--- config.mk ---
export PLATFORM = sky130hd
export DESIGN_NAME = fdiv_seq
export DESIGN_NICKNAME = d
export VERILOG_FILES = /design/src/rtl/fpu_pkg.sv /design/src/rtl/fround.sv /design/src/rtl/fdiv_seq.sv
export SDC_FILE = /design/constraint.sdc
export NUM_CORES = 1
export LEC_CHECK = 0
export CAP_MARGIN = 20
export CORE_MARGIN = 10
export CORE_UTILIZATION = 57
export CTS_CLUSTER_SIZE = 14
export DETAILED_ROUTE_END_ITERATION = 8
export PLACE_DENSITY = 0.92
export SLEW_MARGIN = 20
export SYNTH_ARGS = -nofsm -noshare
export SYNTH_HDL_FRONTEND = slang
export SYNTH_SLANG_ARGS = --single-unit
--- constraint.sdc ---
create_clock -name clk -period 6.3 [get_ports clk]
set_clock_uncertainty 0.1 [all_clocks]
set_input_delay 0.945 -clock clk [delete_from_list [all_inputs] [get_ports clk]]
set_output_delay 0.945 -clock clk [all_outputs]
set_load 0.01 [all_outputs]
--- src/rtl/fpu_pkg.sv ---
// Shared single-precision FPU constants and state types.
package fpu_pkg;
  localparam int BIAS    = 127;
  localparam int EXP_MAX = 255;
  localparam int EXP_W   = 8;
  localparam int MAN_W   = 23;

  typedef enum logic [1:0] {IDLE, DIV, DONE} fdiv_state_t;

  // Special-case class latched at accept; overrides the computed quotient.
  typedef enum logic [1:0] {SP_NONE, SP_ZERO, SP_DBZ} fdiv_special_t;
endpackage

--- src/rtl/fround.sv ---
// Round-to-nearest-even on a normalised mantissa; carry-out bumps the exponent.
module fround
  import fpu_pkg::*;
(
  input  logic               [MAN_W:0]   i_man,
  input  logic                           i_guard,
  input  logic                           i_sticky,
  input  logic signed        [9:0]       i_exp,
  output logic               [MAN_W-1:0] o_man,
  output logic signed        [9:0]       o_exp
);
  logic             w_inc;
  logic [MAN_W+1:0] w_sum;

  always_comb begin
    w_inc = i_guard & (i_sticky | i_man[0]);
    w_sum = {1'b0, i_man} + {{(MAN_W + 1){1'b0}}, w_inc};
    if (w_sum[MAN_W+1]) begin
      o_man = '0;
      o_exp = i_exp + 10'sd1;
    end else begin
      o_man = w_sum[MAN_W-1:0];
      o_exp = i_exp;
    end
  end
endmodule

--- src/rtl/fdiv_seq.sv ---
// Sequential IEEE-754 single divider: restoring division, one quotient bit per cycle.
module fdiv_seq
  import fpu_pkg::*;
#(
  parameter int unsigned ITER = 26
) (
  input  logic        clk,
  input  logic        rstn,
  input  logic [31:0] s,
  input  logic [31:0] t,
  input  logic        valid_in,
  output logic        ready,
  output logic [31:0] d,
  output logic        valid_out,
  output logic        overflow,
  output logic        underflow,
  output logic        div_by_zero
);
  localparam int unsigned CNT_W = (ITER > 1) ? $clog2(ITER) : 1;
  localparam int unsigned Q_W   = MAN_W + 3;
  localparam logic signed [9:0] E_BIAS = 10'(BIAS);
  localparam logic signed [9:0] E_MAX  = 10'(EXP_MAX);

  fdiv_state_t          r_state;
  fdiv_special_t        r_special;
  logic [CNT_W-1:0]     r_cnt;
  logic                 r_sign;
  logic signed [9:0]    r_exp;
  logic [MAN_W+1:0]     r_rem;
  logic [MAN_W:0]       r_div;
  logic [Q_W-1:0]       r_q;

  logic                 w_ge;
  logic [MAN_W:0]       w_rem_sub;
  logic [MAN_W:0]       w_man;
  logic                 w_guard;
  logic                 w_sticky;
  logic signed [9:0]    w_exp;
  logic [MAN_W-1:0]     w_fman;
  logic signed [9:0]    w_fexp;

  assign ready = (r_state == IDLE);

  // rem < 2*div always holds, so the difference fits in MAN_W+1 bits.
  always_comb begin
    w_ge      = (r_rem >= {1'b0, r_div});
    w_rem_sub = w_ge ? (r_rem[MAN_W:0] - r_div) : r_rem[MAN_W:0];
  end

  always_comb begin
    if (r_q[Q_W-1]) begin
      w_man    = r_q[Q_W-1:2];
      w_guard  = r_q[1];
      w_sticky = r_q[0] | (r_rem != '0);
      w_exp    = r_exp;
    end else begin
      w_man    = r_q[Q_W-2:1];
      w_guard  = r_q[0];
      w_sticky = (r_rem != '0);
      w_exp    = r_exp - 10'sd1;
    end
  end

  fround u_fround (
    .i_man    (w_man),
    .i_guard  (w_guard),
    .i_sticky (w_sticky),
    .i_exp    (w_exp),
    .o_man    (w_fman),
    .o_exp    (w_fexp)
  );

  always_ff @(posedge clk or negedge rstn) begin
    if (!rstn) begin
      r_state     <= IDLE;
      r_special   <= SP_NONE;
      r_cnt       <= '0;
      r_sign      <= 1'b0;
      r_exp       <= '0;
      r_rem       <= '0;
      r_div       <= '0;
      r_q         <= '0;
      d           <= '0;
      valid_out   <= 1'b0;
      overflow    <= 1'b0;
      underflow   <= 1'b0;
      div_by_zero <= 1'b0;
    end else begin
      valid_out <= 1'b0;
      case (r_state)
        IDLE: begin
          if (valid_in) begin
            r_sign <= s[31] ^ t[31];
            r_exp  <= $signed({2'b00, s[30:23]}) - $signed({2'b00, t[30:23]}) + E_BIAS;
            r_rem  <= {2'b01, s[MAN_W-1:0]};
            r_div  <= {1'b1, t[MAN_W-1:0]};
            r_q    <= '0;
            r_cnt  <= '0;
            if (t[30:23] == '0)      r_special <= SP_DBZ;
            else if (s[30:23] == '0) r_special <= SP_ZERO;
            else                     r_special <= SP_NONE;
            r_state <= DIV;
          end
        end
        DIV: begin
          r_q   <= {r_q[Q_W-2:0], w_ge};
          r_rem <= {w_rem_sub, 1'b0};
          if (r_cnt == CNT_W'(ITER - 1)) begin
            r_cnt   <= '0;
            r_state <= DONE;
          end else begin
            r_cnt <= r_cnt + 1'b1;
          end
        end
        DONE: begin
          valid_out   <= 1'b1;
          overflow    <= 1'b0;
          underflow   <= 1'b0;
          div_by_zero <= 1'b0;
          if (r_special == SP_DBZ) begin
            d           <= {r_sign, 8'hFF, {MAN_W{1'b0}}};
            div_by_zero <= 1'b1;
          end else if (r_special == SP_ZERO) begin
            d <= {r_sign, 31'b0};
          end else if (w_fexp >= E_MAX) begin
            d        <= {r_sign, 8'hFF, {MAN_W{1'b0}}};
            overflow <= 1'b1;
          end else if (w_fexp <= 10'sd0) begin
            d         <= {r_sign, 31'b0};
            underflow <= 1'b1;
          end else begin
            d <= {r_sign, w_fexp[EXP_W-1:0], w_fman};
          end
          r_state <= IDLE;
        end
        default: r_state <= IDLE;
      endcase
    end
  end
endmodule

**Word-level counts from Yosys, hierarchy flattened**

Index checks and enable logic that the tools add are counted.

- Logic and storage cells: 74
- Output and inout bits: 37
- Bits in registers: 131

- Equal/unequal tests: 7
- Muxes and demuxes: 32
- Add/subtract/negate cells: 7
- Reductions and logical operators: 8
- Bitwise logic cells: 4
- $lt $le $gt $ge: 3

Operators by type and width:

| cell | number |
|---|---|
| 31-bit two-way mux | 4 |
| 26-bit case mux with 2 select lines | 1 |
| 25-bit case mux with 2 select lines | 1 |
| 24-bit two-way mux | 2 |
| 26-bit two-way mux | 1 |
| 24-bit by 1-bit adder with 25-bit output | 1 |
| 25-bit by 24-bit >= comparator with 1-bit output | 1 |
| 25-bit two-way mux | 1 |
| 25-bit nonzero test | 1 |
| 24-bit subtractor | 1 |
| 23-bit two-way mux | 1 |
| 10-bit two-way mux | 2 |
| 8-bit logical NOT | 2 |
| 1-bit two-way mux | 12 |
| 10-bit by 2-bit adder with 10-bit output (second input constant) | 1 |
| 9-bit by 8-bit adder with 10-bit output (second input constant) | 1 |
| 10-bit by 9-bit >= comparator with 1-bit output (second input constant) | 1 |
| 10-bit by 1-bit <= comparator with 1-bit output (second input constant) | 1 |
| 5-bit two-way mux | 2 |
| 5-bit case mux with 2 select lines | 1 |
| 10-bit by 2-bit subtractor with 10-bit output (second input constant) | 1 |
| 8-bit by 8-bit subtractor with 9-bit output | 1 |
| 2-bit two-way mux | 3 |
| 2-bit AND reduction | 3 |
| 11 further kinds | 15 |

**Depth between registers and ports, before layout**

Gate-level depths: netlist (run 1).

- Depth in word-level cells: 12
- Depth in mapped cells: 19

**Modules after synthesis**

Synthesis (run 1) repeated with hierarchy kept, for this count alone.

- Cells, all modules: 1,028
- Area total of the unflattened synthesis: 8,739.6 um^2

By module, submodules not included:

| module | area an instance (um^2) | times used | sequential area each (um^2) | cells an instance |
|---|---|---|---|---|
| fdiv_seq | 7,928.9 | 1 | 3,278.1 | 903 |
| fround | 810.8 | 1 | 0.0 | 125 |

**Least setup slack after synthesis (run 1)**

Ideal clock, no wire load.

- Path type: register to register
- Start: reg r_q[25]
- End: reg d[10]
- Period minus slack after synthesis: 4.479 ns
- Library setup time: 0.065 ns
- Required time: 6.135 ns
- Arrival: 4.313 ns
- Slack: 1.821 ns
- Cell stages (with the launch flop): 19
- Cells stage by stage: dfrtp_1 -> buf_6 -> buf_6 -> clkbuf_1 -> buf_1 -> buf_1 -> buf_4 -> mux2_2 -> ha_1 -> nand2_1 -> nor4b_4 -> nand3_2 -> nor4_1 -> a2bb2oi_1 -> mux2i_1 -> o211ai_2 -> nor2_4 -> buf_6 -> a22o_1

- Word-level cells in the longest chain between the ends: 10
- Elaborated cells on any way between the ends: 16
- Those cells by class: add/sub (2); order compare (2); mux (10); bitwise (2)

Ends and longest elaborated chain:

| element | RTL line | text |
|---|---|---|
| start: declaration | fdiv_seq.sv:31 | `logic [Q_W-1:0] r_q;` |
| start signal: assignment | fdiv_seq.sv:106 | `r_q <= {r_q[Q_W-2:0], w_ge};` |
| 1-bit two-way mux or 24-bit two-way mux (tied branches) | fdiv_seq.sv:51 | `if (r_q[Q_W-1]) begin` |
| 1-bit bitwise OR | fround.sv:16 | `w_inc = i_guard & (i_sticky \| i_man[0]);` |
| 1-bit AND | fround.sv:16 |  |
| 24-bit by 1-bit adder with 25-bit output | fround.sv:17 | `w_sum = {1'b0, i_man} + {{(MAN_W + 1){1'b0}}, w_inc};` |
| 10-bit two-way mux | fround.sv:18 | `if (w_sum[MAN_W+1]) begin` |
| 10-bit by 1-bit <= comparator with 1-bit output | fdiv_seq.sv:128 | `end else if (w_fexp <= 10'sd0) begin` |
| 31-bit two-way mux | fdiv_seq.sv:128 |  |
| 31-bit two-way mux * | fdiv_seq.sv:125 | `end else if (w_fexp >= E_MAX) begin` |
| 31-bit two-way mux * | fdiv_seq.sv:123 | `end else if (r_special == SP_ZERO) begin` |
| 31-bit two-way mux * | fdiv_seq.sv:120 | `if (r_special == SP_DBZ) begin` |
| end signal: assignment | fdiv_seq.sv:121 | `d <= {r_sign, 8'hFF, {MAN_W{1'b0}}};` |
| end signal: assignment | fdiv_seq.sv:124 | `d <= {r_sign, 31'b0};` |
| end signal: assignment | fdiv_seq.sv:126 | `d <= {r_sign, 8'hFF, {MAN_W{1'b0}}};` |
| end: declaration | fdiv_seq.sv:13 | `output logic [31:0] d,` |

Mark *: on every way between the ends. The rest lies on a longest branch, timed or not.
A chain may end at the register's enable or synchronous reset.

**Worst setup path in the final report (run 1)**

- Start: reg r_q[25]
- End: reg d[0]

Same word-level chain as after synthesis.

==> impl_metrics.csv, run 1 <==
group,metric,value,unit
global_route,overflow,0,
placement,placed_cell_area,0.01009,sq mm
sta,report.final.hold_viol_count,0,
placement,place_congestion,0.9102,
cts,cts_buffer_depth,2,
finish,nFillCells,1183,
floorplanning,io_pins,104,
drt,finalWirelength,22900,microns
cts,cts_root_buf,"clkbuf_16",
cts,htreeDepth,4,
yosys,yosys.area.top_type_share,0.3638,
floorplanning,rows,45,
cts,cts_setup_buffers,0,
sta,tns,0,ps
drt,drc_errors,0,
worst_setup_path,crit_buf_inv,0,
pwr,power_density,508.5,mW/mm^2
floorplanning,dieArea,0.02124,sq mm
finish,area_growth,18.34,%
worst_hold_path,hold_path.class,"input pin to async pin",
floorplanning,start_util,0.5862,
yosys,ys_types,83,
floorplanning,coreArea,0.01537,sq mm
yosys,avgSynthCellArea,8.469,sq um
worst_setup_path,critPathKind,"flip-flop to flip-flop",
placement,hpwl,16790,microns
finish,fin_nets,1241,
drt,drt-wirelength-per-cell,16.89,microns
floorplanning,die_w,145.7,microns
drt,vias_per_cell,6.051,
finish,drive_above_1_share,0.06201,
yosys,yosysMostFrequentCell,"nand2_1",
cts,holdBufCountCts,0,
worst_setup_path,critPathLaunchType,"flip-flop",
yosys,syn_inst,1064,
cts,clkLatencyLatePin,420,ps
global_route,antenna_found_initial,0,
finish,fin_area,0.01066,sq mm
placement,io_buffers,103,
worst_setup_path,required,6560,ps
sta,rsz0062_at_grt,"no",
yosys,ys_async_sr_fraction,1.000,
yosys,synthTopCellsByCount,"195 x nand2_1, 131 x dfrtp_1, 93 x o21ai_0",
global_route,grt_max_degree,63,
worst_setup_path,end_kind,"flip-flop",
sta,relSlewSlack,0.4765,
run_status,status,"finished, final reports clean",
cts,clk_pin_slew,50,ps
cts,cts_tree,"yes",
drt,drtIter0Drc,657,
yosys,synth_edf_count,0,
worst_setup_path,crit_family,"simple AND/OR/NAND/NOR gates",
drt,vias,8205,
cts,cts_resized,0,
cts,cts_buffers,17,
finish,diodes,0,
pwr,max-vdd-ir-drop,0.2945,mV
sta,drv_slew,0,
pwr,leakagePower,4.460,nW
drt,ant_nets,0,
pwr,p_total,0.005423,W
yosys,ys.flop_type,"dfrtp_1",
yosys,synth_area,0.009011,sq mm
worst_setup_path,slowest_delay,590,ps
drt,first_pass_iters,5,
floorplanning,die_h,145.7,microns
global_route,grtUsageTotal,0.2095,
global_route,grt_pass1_vias,7911,
global_route,grt_pass1_wl,38090,microns
sta,timing.final.crit_period,4118,ps
sta,fmax,242.9,MHz
sta,period_share,0.6536,
cts,cts_num_sinks,131,
sta,worst_slew_pin_slew,785.3,ps
yosys,synth.net_count,1171,
sta,setup_viol,0,
worst_setup_path,arrival,4380,ps
yosys,synth_area_leader_cell,"dfrtp_1",
worst_setup_path,worstPathCellList,"nand2b_1, a21boi_0, ha_1, nand2_1, nor4b_4, nand3_2, nor4_1, a2bb2oi_1, mux2i_1, o211ai_2, nor2_4, a22o_2",
yosys,yosysWarningCount,0,
job,max_cap_violations,0,
worst_setup_path,cp_max_fo,23,
yosys,ys_seq_area_frac,0.3638,
yosys,synth_area_leaders,"dfrtp_1 36%, nand2_1 8.1%, ha_1 5.3%, o21ai_0 5.2%, xnor2_1 4.4%",
worst_setup_path,crit_slowest_cell,"nor4b_4",
yosys,ys_seq_elements,131,
-- placed cells by master (no fill, tap or decap), drive strengths merged, types with 30 or more instances in the layout --
cell type	instances
xnor2	46
nor2	51
xor2	30
ha	38
dfrtp	131
a21oi	45
o21ai	94
clkdlybuf4s50	102
nand2	195
inv	51
nand3	39
-- report_power, final --
| part | switching [W] | leakage, nW | internal, W |
|---|---|---|---|
| Sequential | 0.000354 | 1.67 | 0.00113 |
| Clock | 0.000351 | 0.276 | 0.000619 |
| Combinational | 0.00173 | 2.52 | 0.00124 |
-- state kept, by name, indices dropped and copies added, names as in the netlist, 2 cells and up --
register,flops
r_cnt,5
r_special,2
r_exp,10
r_div,24
r_rem,25
r_q,26
d,32
r_state,2
-- kinds of logic (layout without fill, tap and decap cells) --
kind of cell               after synthesis  after routing  share of synthesized area
AOI/OAI and AO/OA                      274            274                     0.2005
xor gates and xnor gates                76             76                    0.07470
adders and majority gates               40             40                    0.05721
buffers and inverters                  112            193                    0.05304
DFF                                    131            131                     0.3638
muxes                                   30             30                    0.03388
and+or+nand+nor                        401            401                     0.2169
-- worst register-to-register path, stage by stage, from the launching register on --
cell	delay (ps)
dfrtp_2	540
nand2b_1	240
a21boi_0	170
ha_1	200
nand2_1	120
nor4b_4	590
nand3_2	240
nor4_1	290
a2bb2oi_1	310
mux2i_1	410
o211ai_2	170
nor2_4	430
a22o_2	230
-- worst paths after layout --
check	depth (start not counted)	slack, ps	from	to
max	12	2180	r_q[25]$_DFFE_PN0P_	d[0]$_DFFE_PN0P_
min reg2reg	2	360	r_div[23]$_DFFE_PN0P_	r_div[23]$_DFFE_PN0P_
min in group clk	2	360	r_div[23]$_DFFE_PN0P_	r_div[23]$_DFFE_PN0P_
min	1	250	rstn	underflow$_DFFE_PN0P_
max reg2reg	12	2180	r_q[25]$_DFFE_PN0P_	d[0]$_DFFE_PN0P_
max in group asynchronous	2	4800	rstn	r_q[25]$_DFFE_PN0P_
-- per-layer routing --
| metal | wire length [microns] | vias to the layer above | global-route usage |
|---|---|---|---|
| li1 | - | 3912 | - |
| met1 | 9787 | 3925 | 0.2604 |
| met2 | 11210 | 305 | 0.3485 |
| met3 | 1279 | 63 | 0.04191 |
| met4 | 619 | 0 | 0.08392 |
| met5 | 0 | - | 0 |
-- final cells by class --
class                   count  area (sq um)  area share
clock buffers              26         499.2     0.04681
clock inverters             4         72.57    0.006805
inverters                  51         191.4     0.01795
multi-input cells         821          5261      0.4934
flip-flops and latches    131          3279      0.3075
well taps                 211         264.0     0.02476
repair buffers            112          1096      0.1028
-- stage by stage --
| step | util | hold WS (ps) | instances | setup slack, ps |
|---|---|---|---|---|
| 2_1_floorplan | - | 317.5 | 1064 | 1821 |
| 3_3_place_gp | 0.6566 | 329.6 | 1326 | 2397 |
| 3_5_place_dp | 0.6566 | 338.2 | 1326 | 2237 |
| 4_1_cts | 0.6938 | 251.2 | 1356 | 2213 |
| 5_1_grt | 0.6938 | 259.7 | 1356 | 1738 |
| 6_report | 0.6938 | 250.3 | 1356 | 2182 |
Power figures use the tool's default switching activity.
==> run 2: changes to the inputs <==
clock period = 4 ns   (was 6.3 ns; I/O delays follow)
==> run 2 against run 1 <==
- sequential power grew 56%
- critical path type unchanged
- critical endpoint is now d[22]$_DFFE_PN0P_
- via count grew 1.1%
- worst setup slack lost 2000 ps
- critical path depth is the same
==> impl_metrics.csv, run 2 (synthesis results as in run 1) <==
group,metric,value,unit
run_status,status,"finished, final reports clean",
worst_setup_path,critPathKind,"flip-flop to flip-flop",
sta,relSlewSlack,0.3398,
drt,first_pass_iters,5,
cts,cts_buffers,17,
finish,largest_register,"d",
pwr,power_density,801.4,mW/mm^2
worst_setup_path,required,4210,ps
cts,cts_tree,"yes",
floorplanning,coreArea,0.01537,sq mm
placement,io_buffers,103,
sta,fmax,265.0,MHz
drt,vias_per_cell,6.078,
drt,drtIter0Drc,788,
drt,ant_nets,0,
worst_hold_path,hold_path.class,"input pin to async pin",
pwr,power.share.clock,0.172,
finish,area_growth,19.30,%
worst_setup_path,crit_family,"simple AND/OR/NAND/NOR gates",
cts,cts_buffer_depth,2,
worst_setup_path,crit_slowest_cell,"or4b_1",
cts,cts_num_sinks,131,
finish,fin_nets,1250,
worst_setup_path,r2r_slack,230,ps
cts,htreeDepth,4,
sta,tns,0,ps
pwr,swShare,0.4513,
worst_setup_path,slowest_delay,730,ps
drt,finalWirelength,23930,microns
pwr,power.internal,0.004727,W
sta,worst_slew_pin_slew,987.9,ps
floorplanning,die_w,145.7,microns
floorplanning,rows,45,
sta,setup_viol,0,
drt,drt-wirelength-per-cell,17.53,microns
sta,report.final.hold_viol_count,0,
global_route,grt_pass1_vias,8138,
worst_setup_path,r2r_cells,12,
placement,hpwl,17420,microns
finish,reg_top3,"d x32, r_q x26, r_rem x25",
pwr,p_seq_frac,0.269,
floorplanning,die_h,145.7,microns
placement,dp_slack,244.0,ps
global_route,grtUsageTotal,0.2214,
worst_setup_path,crit_buf_inv,0,
worst_setup_path,worstPathCellList,"nand2b_1, a21boi_0, ha_4, nand2_2, or4b_1, nor3_4, nand3_1, nor4b_2, a31oi_1, o211ai_2, nor2_4, a22o_2",
job,max_cap_violations,0,
finish,final_common_cell,"nand2_1",
global_route,antenna_found_initial,0,
cts,clk_pin_slew,60,ps
finish,layout_common_cells,"194 x nand2_1, 130 x dfrtp_1, 102 x clkdlybuf4s50_1",
pwr,leakagePower,4.504,nW
sta,timing.final.crit_period,3773,ps
pwr,p_switching,0.003889,W
global_route,overflow,0,
floorplanning,io_pins,104,
cts,clkLatencyLatePin,420,ps
finish,diodes,0,
cts,cts_setup_buffers,0,
worst_setup_path,end_kind,"flip-flop",
sta,fin_ws,226.9,ps
worst_setup_path,critPathLaunchType,"flip-flop",
finish,drive_above_1_share,0.07192,
worst_setup_path,worst-path-stages,12,
worst_setup_path,arrival,3980,ps
sta,period_share,0.9433,
worst_setup_path,r2r-start,"r_q[25]$_DFFE_PN0P_",
worst_setup_path,cp_max_fo,12,
finish,largest_reg_flops,32,
global_route,grt_pass1_wl,39830,microns
sta,rsz0062_at_grt,"no",
drt,vias,8297,
pwr,power_frac_comb,0.559,
pwr,max-vdd-ir-drop,0.4987,mV
worst_setup_path,reg2reg_to,"d[22]$_DFFE_PN0P_",
floorplanning,start_util,0.5862,
cts,cts_root_buf,"clkbuf_16",
global_route,grt_max_degree,71,
floorplanning,dieArea,0.02124,sq mm
sta,drv_slew,0,
placement,place_congestion,0.9545,
drt,drc_errors,0,
[run 2: final cells by class]
cell class | instances | area (sq um)
fill | 1151 | 4621
timing repair buffer | 120 | 1169
inverter | 51 | 191.4
clock buffer | 24 | 471.7
tap | 211 | 264.0
sequential | 131 | 3279
multi-input combinational | 822 | 5295
clock inverter | 6 | 80.08
[run 2: how the worst max path moves through the flow]
stage                                    from                 to  slack [ps]
final                     r_q[25]$_DFFE_PN0P_  d[22]$_DFFE_PN0P_         230
after CTS                 r_q[25]$_DFFE_PN0P_   d[0]$_DFFE_PN0P_         220
after global routing      r_q[25]$_DFFE_PN0P_  d[21]$_DFFE_PN0P_           4
after detailed placement  r_q[25]$_DFFE_PN0P_   d[0]$_DFFE_PN0P_         240
after global placement    r_q[25]$_DFFE_PN0P_   d[1]$_DFFE_PN0P_         370
after floorplan           r_q[25]$_DFFE_PN0P_  d[10]$_DFFE_PN0P_          20
[run 2: repair_timing]
item,CTS,global route
setup endpoints to repair,0,23
hold buffers,0,0
resized for setup,0,2
[run 2: power by group through the flow]
stage,clock [W],combinational [W],sequential [W]
2_1_floorplan,0,0.00380,0.00208
3_3_place_gp,0,0.00446,0.00228
3_5_place_dp,0,0.00464,0.00231
4_1_cts,0.00149,0.00472,0.00229
5_1_grt,0.00155,0.00534,0.00238
6_report,0.00149,0.00481,0.00232
[run 2: per-stage QoR]
step           utilization  hold slack (ps)  std cells  total power, W  area [sq um]
6_report            0.6994            198.6       1365        0.008615         10750
5_1_grt             0.6994            270.3       1365        0.009261         10750
4_1_cts             0.6984            223.2       1364        0.008503         10740
3_5_place_dp        0.6625            357.0       1334        0.006954         10180
3_3_place_gp        0.6625            335.2       1334        0.006739         10180
2_1_floorplan            -            204.4       1064        0.005876          9055
[run 2: per-layer routing]
layer  up-vias  global-route usage  routed length, microns
li1       3925                   -                       -
met1      3946              0.2726                    9927
met2       351              0.3699                   11670
met3        75             0.04440                    1582
met4         0             0.09252                     748
met5         -                   0                       0
==> run 3: changes to the inputs <==
CORE_UTILIZATION = 50   (was 57)
PLACE_DENSITY = 0.83   (was 0.92)
SLEW_MARGIN = 40   (was 20)
==> run 3 against run 2 <==
- register-to-register slack got worse by 30 ps
- sequential power about the same
- global-route usage decreased by 2.6 points
- combinational power decreased by 1%
- largest cell class unchanged
- first-iteration DRC count decreased by 29%
- critical path depth increased by 1
- via count decreased by 2.3%
==> impl_metrics.csv, run 3 (synthesis results as in run 1) <==
group,metric,value,unit
drt,ant_nets,0,
finish,reg_top3,"d x32, r_q x26, r_rem x25",
floorplanning,die_w,154.2,microns
sta,report.final.hold_viol_count,0,
drt,drtIter0Drc,560,
pwr,power.internal,0.004735,W
worst_setup_path,arrival,4030,ps
floorplanning,start_util,0.5051,
sta,relSlewSlack,0.5222,
pwr,p_switching,0.003858,W
cts,holdBufCountCts,0,
worst_setup_path,cp_max_fo,12,
pwr,power_frac_comb,0.554,
pwr,max-vdd-ir-drop,0.4661,mV
placement,dp_slack,158.2,ps
finish,diodes,0,
worst_setup_path,crit_buf_inv,1,
job,max_cap_violations,0,
run_status,status,"finished, final reports clean",
drt,vias,8107,
sta,period_share,0.9520,
global_route,grtUsageTotal,0.1951,
cts,clk_pin_slew,60,ps
pwr,swShare,0.4490,
worst_hold_path,hold_path.class,"input pin to async pin",
drt,finalWirelength,23480,microns
floorplanning,coreArea,0.01784,sq mm
drt,drt-wirelength-per-cell,16.93,microns
worst_setup_path,worstPathCellList,"nand2b_1, a21boi_0, ha_4, nand2_2, or4b_1, nor3_4, nand3_1, nor4b_2, a31oi_1, o211ai_2, nor2_4, buf_12, a22o_2",
sta,drv_slew,0,
global_route,overflow,0,
global_route,grt_max_degree,65,
sta,timing.final.crit_period,3808,ps
placement,io_buffers,103,
cts,cts_root_buf,"clkbuf_16",
floorplanning,io_pins,104,
pwr,p_total,0.008592,W
global_route,grt_pass1_vias,7919,
worst_setup_path,end_kind,"flip-flop",
floorplanning,dieArea,0.02379,sq mm
finish,largest_reg_flops,32,
drt,vias_per_cell,5.845,
cts,htreeDepth,4,
finish,largest_register,"d",
drt,drc_errors,0,
finish,fin_nets,1254,
sta,hold_ws,41.97,ps
sta,fin_ws,192.0,ps
pwr,power.share.clock,0.177,
sta,tns,0,ps
pwr,leakagePower,4.555,nW
floorplanning,die_h,154.2,microns
worst_setup_path,critPathKind,"flip-flop to flip-flop",
finish,utilization,0.6091,
finish,area_growth,20.59,%
cts,cts_buffer_depth,2,
sta,fmax,262.6,MHz
cts,cts_buffers,17,
placement,hpwl,17020,microns
finish,layout_common_cells,"193 x nand2_1, 130 x dfrtp_1, 102 x clkdlybuf4s50_1",
cts,clkLatencyLatePin,430,ps
sta,setup_viol,0,
global_route,antenna_found_initial,0,
floorplanning,rows,49,
cts,cts_tree,"yes",
global_route,grt_pass1_wl,38940,microns
worst_setup_path,crit_slowest_cell,"or4b_1",
sta,rsz0062_at_grt,"no",
finish,final_common_cell,"nand2_1",
worst_setup_path,slowest_delay,720,ps
worst_setup_path,crit_family,"simple AND/OR/NAND/NOR gates",
worst_setup_path,required,4220,ps
pwr,power_density,790.7,mW/mm^2
drt,first_pass_iters,7,
finish,drive_above_1_share,0.07945,
placement,place_congestion,0.9006,
worst_setup_path,critPathLaunchType,"flip-flop",
cts,cts_num_sinks,131,
sta,worst_slew_pin_slew,711.7,ps
pwr,p_seq_frac,0.269,
[run 3: through the flow]
stage	cell area, sq um	std cells
floorplan	9055	1064
global placement	10230	1354
detailed placement	10230	1354
CTS	10800	1384
global route	10870	1387
finish	10870	1387
[run 3: power groups by stage]
stage          clock network (W)  logic [W]  registers [W]
6_report                 0.00152    0.00476        0.00231
5_1_grt                  0.00161    0.00531        0.00237
4_1_cts                  0.00154    0.00470        0.00229
3_5_place_dp                   0    0.00464        0.00230
3_3_place_gp                   0    0.00450        0.00228
2_1_floorplan                  0    0.00380        0.00208
[run 3: layout make-up]
class | instances | area [sq um]
timing repair buffer | 124 | 1235
inverter | 51 | 191.4
multi-input combinational | 822 | 5308
fill | 1497 | 6974
tap | 229 | 286.5
clock buffer | 20 | 456.7
sequential | 131 | 3279
clock inverter | 10 | 110.1
[run 3: timing repair]
action / 4_1_cts / 5_1_grt
endpoints found under the setup margin: 0 / 23
setup buffers: 0 / 1
gates resized for setup: 0 / 2
[run 3: worst paths after layout]
path | cells after the start | end | from | slack [ps]
setup / recovery | 13 | d[22]$_DFFE_PN0P_ | r_q[25]$_DFFE_PN0P_ | 190
hold / removal | 1 | d[9]$_DFFE_PN0P_ | rstn | 40
setup reg to reg | 13 | d[22]$_DFFE_PN0P_ | r_q[25]$_DFFE_PN0P_ | 190
hold reg to reg | 2 | r_div[23]$_DFFE_PN0P_ | r_div[23]$_DFFE_PN0P_ | 360
max in group asynchronous | 2 | r_q[0]$_DFFE_PN0P_ | rstn | 2990
min in group clk | 2 | r_div[23]$_DFFE_PN0P_ | r_div[23]$_DFFE_PN0P_ | 360
[run 3: routing by layer]
layer,global-route usage,share of wire,vias up
met4,0.05848,0.016,0
met5,0,0,-
met1,0.2472,0.44,3901
li1,-,-,3929
met2,0.3236,0.49,242
met3,0.04520,0.059,35
